## config.mk

```make
export PLATFORM = sky130hd
export DESIGN_NAME = fifo_port_sequencer
export DESIGN_NICKNAME = d
export VERILOG_FILES = /design/src/rtl/fifo_pkg.sv /design/src/rtl/fifo_seq_obuf.sv /design/src/rtl/fifo_port_sequencer.sv
export SDC_FILE = /design/constraint.sdc
export NUM_CORES = 1
export LEC_CHECK = 0
export CAP_MARGIN = 20
export CORE_UTILIZATION = 49
export CTS_BUF_LIST = sky130_fd_sc_hd__clkbuf_4
export CTS_CLUSTER_DIAMETER = 150
export CTS_CLUSTER_SIZE = 8
export DETAILED_ROUTE_END_ITERATION = 10
export MAX_ROUTING_LAYER = met4
export PLACE_DENSITY = 0.86
export RECOVER_POWER = 50
export SLEW_MARGIN = 20
export SYNTH_ARGS = -nofsm -noshare
export SYNTH_HDL_FRONTEND = slang
export SYNTH_SLANG_ARGS = --single-unit
```

## constraint.sdc

```tcl
create_clock -name CLK -period 2.56 [get_ports CLK]
set_input_delay 0.512 -clock CLK [delete_from_list [all_inputs] [get_ports CLK]]
set_output_delay 0.512 -clock CLK [all_outputs]
set_load 0.01 [all_outputs]
```

## src/rtl/fifo_pkg.sv

```systemverilog
// Shared constants for the FIFO port sequencer: data width default,
// FIFO opcodes and the grant encoding remembered for alternating priority.
package fifo_pkg;

  localparam int DATA_W_DEF = 32;

  localparam logic OP_WR = 1'b1;
  localparam logic OP_RD = 1'b0;

  typedef enum logic {
    GRANT_RD = 1'b0,
    GRANT_WR = 1'b1
  } grant_t;

endpackage

```

## src/rtl/fifo_seq_obuf.sv

```systemverilog
// Small circular output buffer that holds words read back from the FIFO.
// The head word is kept in its own register so the consumer never sees FIFO data combinationally.
module fifo_seq_obuf
  import fifo_pkg::*;
#(
  parameter int DATA_W = DATA_W_DEF,
  parameter int DEPTH  = 2
) (
  input  logic                         clk,
  input  logic                         rst_n,
  input  logic                         push,
  input  logic [DATA_W-1:0]            push_data,
  input  logic                         pop,
  output logic [$clog2(DEPTH+1)-1:0]   occ,
  output logic                         valid,
  output logic [DATA_W-1:0]            head
);

  localparam int OCC_W = $clog2(DEPTH + 1);
  localparam int PTR_W = (DEPTH > 1) ? $clog2(DEPTH) : 1;

  logic [DATA_W-1:0] mem [DEPTH];
  logic [PTR_W-1:0]  wr_ptr;
  logic [PTR_W-1:0]  rd_ptr;
  logic              pop_ok;

  // Pointers wrap at DEPTH, which need not be a power of two.
  function automatic logic [PTR_W-1:0] ptr_inc(input logic [PTR_W-1:0] p);
    return (int'(p) == DEPTH - 1) ? '0 : p + 1'b1;
  endfunction

  assign valid  = (occ != '0);
  assign pop_ok = pop & valid;

  always_ff @(posedge clk) begin
    if (push) mem[wr_ptr] <= push_data;
  end

  always_ff @(posedge clk or negedge rst_n) begin
    if (!rst_n) begin
      wr_ptr <= '0;
      rd_ptr <= '0;
      occ    <= '0;
      head   <= '0;
    end else begin
      if (push)   wr_ptr <= ptr_inc(wr_ptr);
      if (pop_ok) rd_ptr <= ptr_inc(rd_ptr);

      case ({push, pop_ok})
        2'b10:   occ <= occ + 1'b1;
        2'b01:   occ <= occ - 1'b1;
        default: occ <= occ;
      endcase

      // Next head is the following stored word, or the incoming word when the buffer would drain.
      if (pop_ok) begin
        if (occ > OCC_W'(1))
          head <= mem[ptr_inc(rd_ptr)];
        else if (push)
          head <= push_data;
      end else if ((occ == '0) && push) begin
        head <= push_data;
      end
    end
  end

  assert property (@(posedge clk) disable iff (!rst_n) occ <= OCC_W'(DEPTH));

endmodule

```

## src/rtl/fifo_port_sequencer.sv

```systemverilog
// Arbitrates one shared single-port FIFO between a producer and a consumer,
// alternating priority when both want the FIFO and limiting reads to free output-buffer slots.
module fifo_port_sequencer
  import fifo_pkg::*;
#(
  parameter int DATA_W     = DATA_W_DEF,
  parameter int OBUF_DEPTH = 2
) (
  input  logic              CLK,
  input  logic              RESETL,
  input  logic              IN_VALID,
  input  logic [DATA_W-1:0] IN_DATA,
  output logic              IN_READY,
  output logic              OUT_VALID,
  output logic [DATA_W-1:0] OUT_DATA,
  input  logic              OUT_READY,
  output logic              FIFO_ENH,
  output logic              FIFO_WRH_RDL,
  output logic [DATA_W-1:0] FIFO_DATAIN,
  input  logic [DATA_W-1:0] FIFO_DATAOUT,
  input  logic              FIFO_FULL,
  input  logic              FIFO_EMPTY
);

  localparam int OCC_W = $clog2(OBUF_DEPTH + 1);

  logic [OCC_W-1:0] occ;
  logic             rd_pend;
  grant_t           last_grant;
  logic             want_wr;
  logic             want_rd;
  logic             contested;
  logic             grant_wr;
  logic             grant_rd;
  logic             pop;

  // A read is only requested when the word it returns is guaranteed a buffer slot.
  always_comb begin
    want_wr   = IN_VALID & ~FIFO_FULL;
    want_rd   = ~FIFO_EMPTY & ((int'(occ) + int'(rd_pend)) < OBUF_DEPTH);
    contested = want_wr & want_rd;
    grant_wr  = 1'b0;
    grant_rd  = 1'b0;
    if (RESETL) begin
      if (contested) begin
        grant_wr = (last_grant == GRANT_RD);
        grant_rd = (last_grant == GRANT_WR);
      end else begin
        grant_wr = want_wr;
        grant_rd = want_rd;
      end
    end
  end

  assign FIFO_ENH     = grant_wr | grant_rd;
  assign FIFO_WRH_RDL = grant_rd ? OP_RD : OP_WR;
  assign FIFO_DATAIN  = IN_DATA;
  assign IN_READY     = grant_wr;

  always_ff @(posedge CLK or negedge RESETL) begin
    if (!RESETL) begin
      rd_pend    <= 1'b0;
      last_grant <= GRANT_RD;
    end else begin
      rd_pend <= grant_rd;
      if (contested) last_grant <= grant_wr ? GRANT_WR : GRANT_RD;
    end
  end

  assign pop = OUT_VALID & OUT_READY;

  fifo_seq_obuf #(
    .DATA_W (DATA_W),
    .DEPTH  (OBUF_DEPTH)
  ) u_obuf (
    .clk       (CLK),
    .rst_n     (RESETL),
    .push      (rd_pend),
    .push_data (FIFO_DATAOUT),
    .pop       (pop),
    .occ       (occ),
    .valid     (OUT_VALID),
    .head      (OUT_DATA)
  );

endmodule

```

# After elaboration in Yosys (flattened, before gate mapping)
# Memories as Yosys holds them, arrays and structs flattened.
# Cells that the tools add are included.
# word_totals
regBits,38
ramBits,64
in_bits,70
out_inout_bits,68
word_cells,47
memories,1
# classes
addsub,5
n_lt_le_gt_ge,2
n_eq_ne,3
n_mux,15
bitwise_logic,9
n_reduce_logical,6
# memory_table
memory,depth,word_bits,rd,rd_clocked_by_memory_dff,write_ports,line_no,text
u_obuf.mem,2,32,1,0,1,fifo_seq_obuf.sv:22,logic [DATA_W-1:0] mem [DEPTH];
# ops
op,count
2-to-1 mux 32 bit,4
2-to-1 mux 1 bit,10
nonzero test 2 bit,3
AND 1 bit,5
case mux 2 bit (2 select lines),1
adder 2 x 1 -> 3 bit,1
"< comparator 3 x 2 -> 1 bit, second input constant",1
"!= test 3 bit, second input constant",1
NOT 1 bit,3
"adder 1 bit, second input constant",2
"adder 2 x 1 -> 2 bit, second input constant",1
"equality test 2 x 1 -> 1 bit, second input constant",1
"equality test 2 bit, second input constant",1
"> comparator 2 x 1 -> 1 bit, second input constant",1
logical NOT 2 bit,1
AND reduction 2 bit,1
"subtractor 2 x 1 -> 2 bit, second input constant",1
logical AND 1 bit,1
OR 1 bit,1

# Depth between registers and ports, before layout
# Gate-level depths: netlist (run 1).
# logic_depth
word_depth,7
mapped_depth,7
ltp_nobuf,6

# By module
# From an unflattened synthesis (run 1), not the netlist that was laid out.
# unflattened
hier_cells,276
area_unflattened_um2,4893.4
# by_module_without_submodules
module,instances,cells_per_inst,area_per_inst_um2,seq_area_each_um2
fifo_seq_obuf,1,231,4523.1,2822.7
fifo_port_sequencer,1,45,370.4,50.0

# Worst setup path after synthesis (run 1)
# No wires, ideal clock.
# synth_path
path_type,flip-flop to flip-flop
from,register rd_pend
to,memory u_obuf.mem[0][0] in the netlist's numbering (enable)
t_arrival_ns,1.836
required_ns,2.139
setup_slack_ns,0.303
path_stages_with_launch,3
n_path_buf,0
period_less_slack_ns,2.257
path_cell_list,dfrtp_1 -> inv_1 -> nor2_1
# synth_via
elab_chain_cells,2
# synth_rtl
item,line_no,text
start: declaration,fifo_port_sequencer.sv:28,logic rd_pend;
start signal: assignment,fifo_port_sequencer.sv:65,rd_pend <= grant_rd;
2-to-1 mux 1 bit,fifo_seq_obuf.sv:36,if (push) mem[wr_ptr] <= push_data;
2-to-1 mux 1 bit (implied by the code),fifo_seq_obuf.sv:36,
end: declaration,fifo_seq_obuf.sv:22,
# No other way between the ends.

# Worst setup path after layout (run 1)
# layout_path
from,register rd_pend
to,output port FIFO_ENH
# layout_via
elab_chain_cells,7
# layout_rtl
item,line_no,text
adder 2 x 1 -> 3 bit (*),fifo_port_sequencer.sv:40,want_rd = ~FIFO_EMPTY & ((int'(occ) + int'(rd_pend)) < OBUF_DEPTH);
< comparator 3 x 2 -> 1 bit (*),fifo_port_sequencer.sv:40,
AND 1 bit (*),fifo_port_sequencer.sv:40,
AND 1 bit,fifo_port_sequencer.sv:41,contested = want_wr & want_rd;
2-to-1 mux 1 bit,fifo_port_sequencer.sv:45,if (contested) begin
2-to-1 mux 1 bit,fifo_port_sequencer.sv:44,if (RESETL) begin
OR 1 bit (*),fifo_port_sequencer.sv:55,assign FIFO_ENH = grant_wr | grant_rd;
end: declaration,fifo_port_sequencer.sv:17,"output logic FIFO_ENH,"
# Mark *: on every way between the ends. The rest lies on a longest branch, timed or not.

==> impl_metrics.toml, run 1 <==
[status]
outcome = "finished clean"

[sta]
tns_ns = 0
holdWs_ns = 0.508
final.min_clock_period_ns = 2.47
hold_violations = 0
setup_viol = 0
max_freq_ghz = 0.405
rsz0062_at_grt = "no"
slew_headroom_pct = 31.3
tightest_slew_ns = 1.03
fin_skew_ns = 0.0206
maxSlewViolCount = 0
finalCritPeriodShare_pct = 96.4

[finish]
drive_gt1_share_pct = 36.3
nNetsFinal = 396
synthToLayoutAreaGrowth_pct = 16.2
final_util_pct = 59.1
fill_cells = 696

[clock_tree]
root_buffer = "clkbuf_4"
clk_pin_slew_ns = 0.15
post_cts_resized = 0
cts.hold.buffers_added = 0
cts_tree = "yes"
clk_latency_ns = 0.44
cts_max_level = 3
cts.sinks = 102
cts_buffers = 9
clk_path_buf_depth = 2
cts_setup_buffers = 0

[drt]
dr.first_iter.drc_count = 68
dr.pass1.iters = 4
drc = 0
vias = 2306
vias_per_cell = 5.03
wirelength_um = 7930
antenna_left = 0
wire_per_inst_um = 17.3

[placement]
io_buffers = 73
gp_congestion = 0.698
hpwl_um = 5150

[synthesis]
ys_seq_elements = 102
synth-edff-count = 64
synth_top_cell_by_area = "edfxtp_1"
async_reset_ff_share_pct = 37.3
syn-num-nets = 347
synth_top_area_share_pct = 40.9
yosys.cell_count.top_type = "edfxtp_1"
synth_area_per_cell_sq_um = 17.1
synth_warnings = 0
ys_top_cells_by_count = "64 x edfxtp_1, 48 x mux2_4, 40 x mux2_2"
yosys_most_used_dff = "edfxtp_1"
yosysSeqAreaShare_pct = 61.2
synth_cells = 274
syn-cell-area_sq_um = 4700
yosysUniqueCellTypes = 30
synth_area_leaders = "edfxtp_1 41%, dfrtp_1 20%, mux2_4 15%, mux2_2 9.6%, buf_4 5.6%"

[power_and_ir_drop]
ir_worst_vdd_uv = 726
leakagePower_nw = 2.07
p_per_area_nw_per_um2 = 1010

[min_path]
worst_hold_startpoint = "RESETL"
hp-class = "in2reg"
min_to = "rd_pend$_DFF_PN0_"
hold_depth = 2

[global_routing]
gr-total-overflow = 0
antenna_found_initial = 1
grt_pass1_vias = 2461
track_usage_pct = 17.4
grt_max_degree = 40
grt_pass1_wl_um = 12500

[floorplanning]
initial_core_util_pct = 50.8
die_h_um = 99.9
die_area_sq_um = 9980
core_sq_um = 9240
die_w_um = 99.9
num_rows = 35
ios = 138

[worst_setup_path]
critPathKind = "reg2out"
setup.worst_path.start = "rd_pend$_DFF_PN0_"
reg2reg_from = "u_obuf.occ[1]$_DFFE_PN0P_"
r2r_end = "u_obuf.head[26]$_DFFE_PN0P_"
crit_path_end_kind = "output port"
ff2ff_setup_slack_ns = 0.52
start_kind = "register"
crit_required_ns = 2.05
r2r_cells = 6
cp_data_arrival_time_ns = 1.96
cp_max_fo = 6

[run]
max-cap-violations = 0
[flip-flops by register name, indices dropped and copies added, names as in the netlist]
| name | count |
|---|---|
| u_obuf.mem | 64 |
| last_grant | 1 |
| u_obuf.occ | 2 |
| u_obuf.head | 32 |
| u_obuf.rd_ptr | 1 |
| u_obuf.wr_ptr | 1 |
| rd_pend | 1 |
[critical path, stage by stage, from the launching register on]
cell	delay (ns)
dfrtp_2	0.48
a211oi_2	0.23
buf_4	0.16
o21a_1	0.13
clkdlybuf4s50_1	0.53
[final cells by class]
class                           count  area [sq um]  share of cell area [%]
Inverter                            4          15.0                   0.275
Tap cell                          129           161                    2.96
Antenna cell                        1          2.50                  0.0459
Multi-Input combinational cell    125          1460                    26.8
Timing Repair Buffer               81           820                    15.0
Clock inverter                      7          56.3                    1.03
Sequential cell                   102          2870                    52.7
Clock buffer                        9          67.6                    1.24
[worst max path at each step]
stage	depth (start not counted)	slack, ns	end
final	4	0.09	FIFO_ENH
after global routing	4	0.007	FIFO_ENH
after CTS	4	0.002	FIFO_ENH
after detailed placement	5	0.04	FIFO_WRH_RDL
after global placement	5	0.09	IN_READY
after floorplan	2	0.30	u_obuf.mem[0][0]$_DFFE_PP_
[kinds of logic after synthesis]
group                      after synthesis  share of synthesized area [%]
AOI/OAI and AO/OA                       11                           1.41
buffers and inverters                   47                           8.07
adders and majority gates                3                          0.799
DFF                                    102                           61.2
muxes                                   93                           26.1
xor gates and xnor gates                 4                          0.746
and+or+nand+nor                         14                           1.73
[through the flow]
stage	power [W]	std cells	setup slack [ns]	area (sq um)
3_5_place_dp	0.00486	441	0.0397	5330
4_1_cts	0.00562	457	0.00164	5450
2_1_floorplan	0.00403	274	0.303	4700
3_3_place_gp	0.00476	441	0.0898	5330
6_report	0.00554	458	0.0925	5460
5_1_grt	0.00585	458	0.00666	5460
[power breakdown]
| part | switching (W) | internal [W] | total [W] |
|---|---|---|---|
| Sequential | 0.000220 | 0.00217 | 0.00239 |
| Combinational | 0.000906 | 0.00149 | 0.00239 |
| Clock | 0.000542 | 0.000212 | 0.000754 |
[routing by layer]
layer / GRT usage [%] / vias to the layer above / share of wire, %
met3: 4.53 / 28 / 5.0
li1: - / 1072 / -
met5: - / - / 0
met2: 26.5 / 66 / 48
met4: 7.47 / 0 / 2.2
met1: 22.2 / 1140 / 45
[cell usage in the layout (no fill, tap or decap), types with 2 or more instances in the layout]
cell type | synthesis | layout
edfxtp_1 | 64 | 64
mux2_4 | 48 | 48
mux2_2 | 40 | 40
clkdlybuf4s50_1 | 0 | 40
dfrtp_1 | 38 | 37
dlygate4sd3_1 | 0 | 32
clkbuf_4 | 0 | 9
nand2_1 | 5 | 5
o21ai_0 | 5 | 5
inv_1 | 4 | 4
buf_4 | 35 | 4
mux2i_1 | 3 | 3
ha_1 | 3 | 3
buf_12 | 2 | 3
a31oi_1 | 2 | 2
xor2_1 | 2 | 2
xnor2_1 | 2 | 2
mux2_1 | 2 | 2
inv_6 | 0 | 2
clkinvlp_4 | 0 | 2
No activity file was read; power rests on OpenSTA's default activity.
==> inputs of run 2 (changes only) <==
--- a/config.mk
+++ b/config.mk
@@ -5,7 +5,6 @@
 export SDC_FILE = /design/constraint.sdc
 export NUM_CORES = 1
 export LEC_CHECK = 0
-export CAP_MARGIN = 20
 export CORE_UTILIZATION = 49
 export CTS_BUF_LIST = sky130_fd_sc_hd__clkbuf_4
 export CTS_CLUSTER_DIAMETER = 150
==> results of run 2 <==
Final layout, timing and power as in run 1 (identical DEF).
